File: src/rtl/exmem_stage.sv
// EX/MEM pipeline stage register with valid/ready flow control, flush and bubble insertion.
// Define PIPE_SKID_EN to build the 2-entry skid buffer with a registered in_ready.
module exmem_stage #(
  parameter int              XLEN     = 32,
  parameter int              CTRL_W   = 4,
  parameter int              DST_W    = 5,
  parameter logic [XLEN-1:0] NOP_INST = 32'h00000013
) (
  input  logic              clk,
  input  logic              rst_n,
  input  logic              flush,
  input  logic              in_valid,
  output logic              in_ready,
  input  logic [XLEN-1:0]   inst_in,
  input  logic [XLEN-1:0]   pc_in,
  input  logic [XLEN-1:0]   alu_in,
  input  logic [XLEN-1:0]   rs2_in,
  input  logic [CTRL_W-1:0] ctrl_in,
  input  logic [DST_W-1:0]  dst_in,
  output logic              out_valid,
  input  logic              out_ready,
  output logic [XLEN-1:0]   inst_out,
  output logic [XLEN-1:0]   pc_out,
  output logic [XLEN-1:0]   alu_out,
  output logic [XLEN-1:0]   rs2_out,
  output logic [CTRL_W-1:0] ctrl_out,
  output logic [DST_W-1:0]  dst_out
);

  typedef struct packed {
    logic [XLEN-1:0]   inst;
    logic [XLEN-1:0]   pc;
    logic [XLEN-1:0]   alu;
    logic [XLEN-1:0]   rs2;
    logic [CTRL_W-1:0] ctrl;
    logic [DST_W-1:0]  dst;
  } entry_t;

  entry_t in_ent;
  entry_t main_q, main_d;
  logic   in_fire, out_fire;

  assign in_ent = {inst_in, pc_in, alu_in, rs2_in, ctrl_in, dst_in};

`ifdef PIPE_SKID_EN
  // state   | meaning
  // S_EMPTY | nothing held, bubble on the outputs
  // S_ONE   | main register holds the entry shown to MEM
  // S_TWO   | main shown, skid holds the next entry; in_ready low
  typedef enum logic [1:0] {S_EMPTY, S_ONE, S_TWO} state_t;

  state_t state_q, state_d;
  entry_t skid_q, skid_d;
  logic   in_ready_q, in_ready_d;

  assign in_ready  = in_ready_q;
  assign out_valid = (state_q != S_EMPTY);
  assign in_fire   = in_valid && in_ready_q;
  assign out_fire  = out_valid && out_ready;

  always_comb begin
    state_d = state_q;
    main_d  = main_q;
    skid_d  = skid_q;
    if (flush) begin
      state_d = S_EMPTY;
    end else begin
      case (state_q)
        S_EMPTY: begin
          if (in_fire) begin
            main_d  = in_ent;
            state_d = S_ONE;
          end
        end
        S_ONE: begin
          if (in_fire && out_fire) begin
            main_d = in_ent;
          end else if (in_fire) begin
            skid_d  = in_ent;
            state_d = S_TWO;
          end else if (out_fire) begin
            state_d = S_EMPTY;
          end
        end
        S_TWO: begin
          if (out_fire) begin
            main_d  = skid_q;
            state_d = S_ONE;
          end
        end
        default: state_d = S_EMPTY;
      endcase
    end
    // Registered so in_ready never depends on this cycle's out_ready.
    in_ready_d = (state_d != S_TWO);
  end

  always_ff @(posedge clk) begin
    if (!rst_n) begin
      state_q    <= S_EMPTY;
      skid_q     <= '0;
      in_ready_q <= 1'b1;
    end else begin
      state_q    <= state_d;
      skid_q     <= skid_d;
      in_ready_q <= in_ready_d;
    end
  end
`else
  logic valid_q, valid_d;

  assign out_valid = valid_q;
  assign in_ready  = !valid_q || out_ready;
  assign in_fire   = in_valid && in_ready;
  assign out_fire  = valid_q && out_ready;

  always_comb begin
    valid_d = valid_q;
    main_d  = main_q;
    if (flush) begin
      valid_d = 1'b0;
    end else if (in_fire) begin
      main_d  = in_ent;
      valid_d = 1'b1;
    end else if (out_fire) begin
      valid_d = 1'b0;
    end
  end

  always_ff @(posedge clk) begin
    if (!rst_n) valid_q <= 1'b0;
    else        valid_q <= valid_d;
  end
`endif

  // Flush leaves the payload untouched; only validity is cleared.
  always_ff @(posedge clk) begin
    if (!rst_n) main_q <= '0;
    else        main_q <= main_d;
  end

  assign inst_out = out_valid ? main_q.inst : NOP_INST;
  assign pc_out   = main_q.pc;
  assign alu_out  = main_q.alu;
  assign rs2_out  = main_q.rs2;
  assign ctrl_out = out_valid ? main_q.ctrl : '0;
  assign dst_out  = out_valid ? main_q.dst  : '0;

endmodule

File: config.mk
export PLATFORM = sky130hd
export DESIGN_NAME = exmem_stage
export DESIGN_NICKNAME = d
export VERILOG_FILES = /design/src/rtl/exmem_stage.sv
export SDC_FILE = /design/constraint.sdc
export NUM_CORES = 1
export LEC_CHECK = 0
export ABC_AREA = 1
export CORE_ASPECT_RATIO = 2
export CORE_MARGIN = 2
export CORE_UTILIZATION = 42
export CTS_BUF_LIST = sky130_fd_sc_hd__clkbuf_4
export DETAILED_ROUTE_END_ITERATION = 10
export HOLD_SLACK_MARGIN = 0.02
export PLACE_DENSITY = 0.82
export SYNTH_ARGS = -nofsm -noshare
export SYNTH_HDL_FRONTEND = slang
export SYNTH_SLANG_ARGS = --single-unit
export TNS_END_PERCENT = 100
File: constraint.sdc
create_clock -name clk -period 1.2 [get_ports clk]
set_input_delay 0.36 -clock clk [delete_from_list [all_inputs] [get_ports clk]]
set_output_delay 0.36 -clock clk [all_outputs]
set_load 0.01 [all_outputs]
==> results.yml, run 1 <==
clock_tree:
  cts_root_buffer: "clkbuf_4"
  path_clk_slew_ns: 0.12
  cts_buffers: 17
  cts_tree: "built"
  numClockSinks: 138
  clock_latency_ns: 0.54
  cts.path.max_buffers: 2
  cts_max_level: 4
synthesis:
  synthArstFlopShare_pct: 0
  syn_area_per_cell_um2: 6.86
  yosys-top-cells-count: "181 x inv_1, 178 x nand2_1, 138 x a21oi_1, 138 x dfxtp_1, 137 x nor2_1"
  synth.top_cells.by_area: "dfxtp_1 37%, buf_4 11%, a21oi_1 9.3%, inv_1 9.1%, nand2_1 9.0%"
  synth_edf_count: 0
  synth_nets: 1230
  yosys_warnings: 0
  ys_ff_latch: 138
  syn_inst: 1088
  synth_flop_cell: "dfxtp_1"
  synth.most_common_cell: "inv_1"
  synth_cell_types: 15
  synth_area_leader_cell: "dfxtp_1"
  synthesis.area_um2: 7460
  synth_top_area_share_pct: 37.0
  synth-seq-area-share_pct: 37.0
sta:
  setup_ws_ns: -0.591
  period_minus_slack_ns: 1.79
  fmax_ghz: 0.558
  fin_skew_ns: 0.0133
  whs_ns: 0.133
  setup_violations: 276
  finalCritPeriodShare_pct: 149
  final-hold-violation-count: 0
  fin_setup_tns_ns: -71.02
  rsz0062_at_grt: "yes"
  max-slew-margin-rel_pct: 83.3
  worst_pin_slew_ns: 0.250
  maxSlewViolCount: 0
floorplan:
  dieArea_um2: 18900
  io-pin-count: 281
  start_util_pct: 42.3
  die_h_um: 192
  fp.dieW_um: 98.2
  rows: 69
  core_um2: 17600
global_route:
  first_global_vias: 7080
  gr-usage-all-layers_pct: 21.9
  antenna_found_initial: 1
  grt_max_degree: 49
  grt_pass1_wl_mm: 33.7
  grt-ovfl-total: 0
placement:
  place_congestion: 0.899
  portBuffers: 280
  place_ws_ns: -0.750
  dp.final_hpwl_mm: 13.7
power:
  power.density_nw_per_um2: 987
  p_leak_nw: 5.61
  total_power_mw: 10.7
  peakVddDrop_v: 0.000585
hold_path:
  holdPathStages: 3
  hold_class: "in -> reg"
final_layout:
  fillers: 1454
  synthToLayoutAreaGrowth_pct: 45.8
  multiInputGateArea_um2: 2970
  nets: 1416
  final-seq-area_um2: 2890
  drive_gt1_share_pct: 34.0
drt:
  vias_per_cell: 4.93
  wl_per_cell_um: 14.5
  final_antenna_net_count: 0
  wl_mm: 21.8
  initialDrtViolationCount: 386
  vias: 7393
  dr.pass1.iters: 6
  drcViolationCount: 0
outcome:
  violations: "setup timing"
  outcome: "finished with violations"
critical_path:
  cp.arrival_ns: 1.43
  cp-start-kind: "register"
  required_ns: 0.84
  critPathKind: "reg -> out"
  worstSetupEndpointType: "output port"
  cp_max_fo: 6
  worstRegToRegCells: 6
flow_run:
  drv_cap: 0
[routing by layer]
| metal | global-route usage, % | part of all wire (%) | vias to the layer above |
|---|---|---|---|
| met4 | 7.69 | 2.2 | 0 |
| met3 | 7.71 | 11 | 42 |
| li1 | - | - | 3596 |
| met1 | 24.9 | 38 | 3355 |
| met5 | 0 | 0 | - |
| met2 | 37.9 | 49 | 400 |
[timing repair]
item                                    4_1_cts  5_1_grt
pin swaps                                    12        2
resized for setup                           855       55
setup buffers                                13        3
gates cloned                                  8        1
hold buffers                                  0        0
endpoints found under the setup margin      276      276
[per-stage QoR]
stage	util (%)	instance area [µm²]	cells
floorplan	-	7470	1088
global placement	55.2	9720	1446
detailed placement	55.2	9720	1446
CTS	60.8	10700	1499
global route	61.8	10900	1501
finish	61.8	10900	1501
[where the power goes]
| part | internal [mW] | switching, mW |
|---|---|---|
| registers | 4.94 | 0.259 |
| logic | 1.41 | 1.13 |
| clock network | 1.26 | 1.74 |
[cells by family after synthesis]
| family | Yosys count | synth area share (%) |
|---|---|---|
| buffers and inverters | 357 | 26.5 |
| AOI/OAI and AO/OA | 138 | 9.26 |
| DFF | 138 | 37.0 |
| and+or+nand+nor | 455 | 27.2 |
[path summary, 6_finish.rpt]
check                           slack [ns]                   start                       end
worst max-delay path                 -0.59  out_valid$_SDFFE_PP0P_               inst_out[9]
worst min-delay path                  0.13                   rst_n    out_valid$_SDFFE_PP0P_
worst max register to register       -0.47  out_valid$_SDFFE_PP0P_  main_q[116]$_SDFFE_PN0P_
worst min register to register        0.50  pc_out[5]$_SDFFE_PN0P_    pc_out[5]$_SDFFE_PN0P_
[critical path: stages (launching register included)]
cell and delay [ns]:
dfxtp_4 0.40, buf_6 0.13, clkbuf_16 0.16, nand2_2 0.06, inv_2 0.06, buf_6 0.10
[area by class of cell]
class,instances,area share (%)
antenna,1,0.0230
timing repair buffer,343,34.9
multi-input combinational,593,27.3
clock inverter,13,1.17
sequential,138,26.6
inverter,181,6.27
clock buffer,19,1.31
tap,213,2.45
[sequential cells by signal, summed over array words and instances, names as in the netlist]
register	count
rs2_out	32
out_valid	1
main_q	41
pc_out	32
alu_out	32
[cell usage in the layout, fill, tap and decap left out, types with 2 or more instances in the layout]
cell type	n
a21oi_2	21
buf_6	129
nand2_1	145
dfxtp_2	94
dfxtp_1	41
inv_2	23
nor2_1	137
dfxtp_4	3
buf_12	17
clkinv_2	4
clkinvlp_4	3
clkinv_1	2
buf_4	30
bufinv_16	2
bufbuf_16	2
nand2_2	19
a21oi_1	117
nand2_4	14
clkdlybuf4s50_1	140
inv_1	157
buf_16	7
clkbuf_4	19
nand3_2	28
nand3_1	109
buf_2	16
(Power assumes the default switching activity.)
==> inputs of run 2 (changes only) <==
SLEW_MARGIN = 15   (was not set)
==> results of run 2 <==
No change in the layout: final DEF, timing and power equal those of run 1.
==> inputs of run 3 (changes only) <==
REMOVE_ABC_BUFFERS = 1   (was not set)
==> results.yml, run 3 (synthesized netlist as in run 1, its figures left out) <==
critical_path:
  required_ns: 0.84
  r2r-end: "rs2_out[14]$_SDFFE_PN0P_"
  cp-start-kind: "register"
  critPathKind: "reg -> out"
  worst-r2r-setup-slack_ns: -0.58
  worstRegToRegCells: 11
  worstSetupEndpointType: "output port"
  r2r_start: "out_valid$_SDFFE_PP0P_"
  cp.arrival_ns: 1.55
  cp_max_fo: 6
sta:
  setup_ws_ns: -0.706
  rsz0062_at_grt: "yes"
  fin_skew_ns: 0.0162
  worst_pin_slew_ns: 0.261
  whs_ns: 0.101
  finalCritPeriodShare_pct: 159
  final-hold-violation-count: 0
  period_minus_slack_ns: 1.91
  setup_violations: 276
  fmax_ghz: 0.525
  maxSlewViolCount: 0
  max-slew-margin-rel_pct: 82.6
hold_path:
  min_from: "rst_n"
  hold_class: "in -> reg"
  hold_path_end: "rs2_out[0]$_SDFFE_PN0P_"
  holdPathStages: 3
final_layout:
  mostFrequentLayoutCells: "159 x inv_1, 148 x nand2_1, 140 x clkdlybuf4s50_1"
  finalInstanceArea_um2: 11900
  drive_gt1_share_pct: 40.1
  final_common_cell: "inv_1"
  max_flop_register: "main_q"
  fin_cells: 1532
  nets: 1447
  largest_reg_flops: 41
  synthToLayoutAreaGrowth_pct: 59.1
  utilization_pct: 67.4
placement:
  dp.final_hpwl_mm: 13.9
  dp.cells: 1444
  place_congestion: 0.864
  portBuffers: 280
  place_area_um2: 9700
clock_tree:
  path_clk_slew_ns: 0.15
  clock_latency_ns: 0.55
  numClockSinks: 138
  cts_buffers: 17
  cts_max_level: 4
  cts.path.max_buffers: 2
  cts_tree: "built"
  cts_root_buffer: "clkbuf_4"
  holdBufCountCts: 0
drt:
  wl_mm: 27.3
  dr.pass1.iters: 5
  drcViolationCount: 0
  vias_per_cell: 5.12
  final_antenna_net_count: 0
  initialDrtViolationCount: 330
  wl_per_cell_um: 17.8
  vias: 7849
outcome:
  outcome: "finished with violations"
  violations: "setup timing"
power:
  seqPwrFrac_pct: 46.5
  power.share.clock_pct: 27.8
  peakVddDrop_v: 0.000758
  total_power_mw: 11.2
  p_comb_share_pct: 25.8
  p_switching_mw: 3.47
  swShare_pct: 30.9
  p_leak_nw: 6.01
  power.density_nw_per_um2: 947
  internal_power_mw: 7.77
global_route:
  grt_max_degree: 56
  met1_usage_pct: 28.4
  gr-usage-all-layers_pct: 26.2
  globalRoute.busiestLayer: "met2"
  use_met2_pct: 44.7
  grt-ovfl-total: 0
  grt_util_met3_pct: 8.55
  antenna_found_initial: 1
  first_global_vias: 7610
  grt_pass1_wl_mm: 39.2
floorplan:
  core_um2: 17600
  start_util_pct: 42.3
  rows: 69
  dieArea_um2: 18900
  fp.dieW_um: 98.2
  io-pin-count: 281
  die_h_um: 192
flow_run:
  drv_cap: 0
## run 3: power by group through the flow
| stage | sequential (mW) | clock, mW | combinational (mW) |
|---|---|---|---|
| global placement | 5.15 | 0 | 2.25 |
| CTS | 5.18 | 3.18 | 2.70 |
| finish | 5.22 | 3.12 | 2.90 |
| floorplan | 5.26 | 0 | 0.863 |
| global route | 5.25 | 3.36 | 3.10 |
| detailed placement | 5.17 | 0 | 2.29 |
## run 3: repair_timing
action	4_1_cts	5_1_grt
buffers inserted	25	2
pin swaps	67	1
gates cloned	22	7
setup endpoints to repair	276	276
gates resized for setup	929	75
## run 3: critical path, stage by stage (launching register included)
cell and delay, ns:
dfxtp_4 0.38, buf_12 0.12, buf_8 0.13, buf_12 0.14, nand2_2 0.07, inv_2 0.04, buf_6 0.11
## run 3: how the worst max path moves through the flow
stage / start / to / slack, ns / cells after the start
finish: out_valid$_SDFFE_PP0P_ / inst_out[29] / -0.71 / 6
global route: out_valid$_SDFFE_PP0P_ / inst_out[29] / -0.77 / 6
floorplan: in_valid / alu_out[0]$_SDFFE_PN0P_ / -2.68 / 5
CTS: out_valid$_SDFFE_PP0P_ / inst_out[2] / -0.74 / 6
detailed placement: out_ready / pc_out[19]$_SDFFE_PN0P_ / -0.72 / 8
global placement: out_ready / in_ready / -0.70 / 4
## run 3: layout make-up
type                    instances  area, µm²
well taps                     213        267
fillers                      1246       5750
repair buffers                374       4520
clock inverters                15        150
clock buffers                  17        128
flip-flops and latches        138       2890
diodes                          1       2.50
inverters                     181        684
multi-input cells             593       3220
## run 3: stage by stage
step	setup slack (ns)	setup TNS, ns
6_report	-0.706	-104.39
4_1_cts	-0.741	-104.21
3_3_place_gp	-0.704	-100.45
2_1_floorplan	-2.68	-383.99
3_5_place_dp	-0.720	-103.73
5_1_grt	-0.769	-117.06
## run 3: per-layer routing
layer | vias up | share of wire (%)
met5 | - | 0
met4 | 0 | 5.0
met3 | 87 | 10
met2 | 518 | 49
met1 | 3583 | 36
li1 | 3661 | -
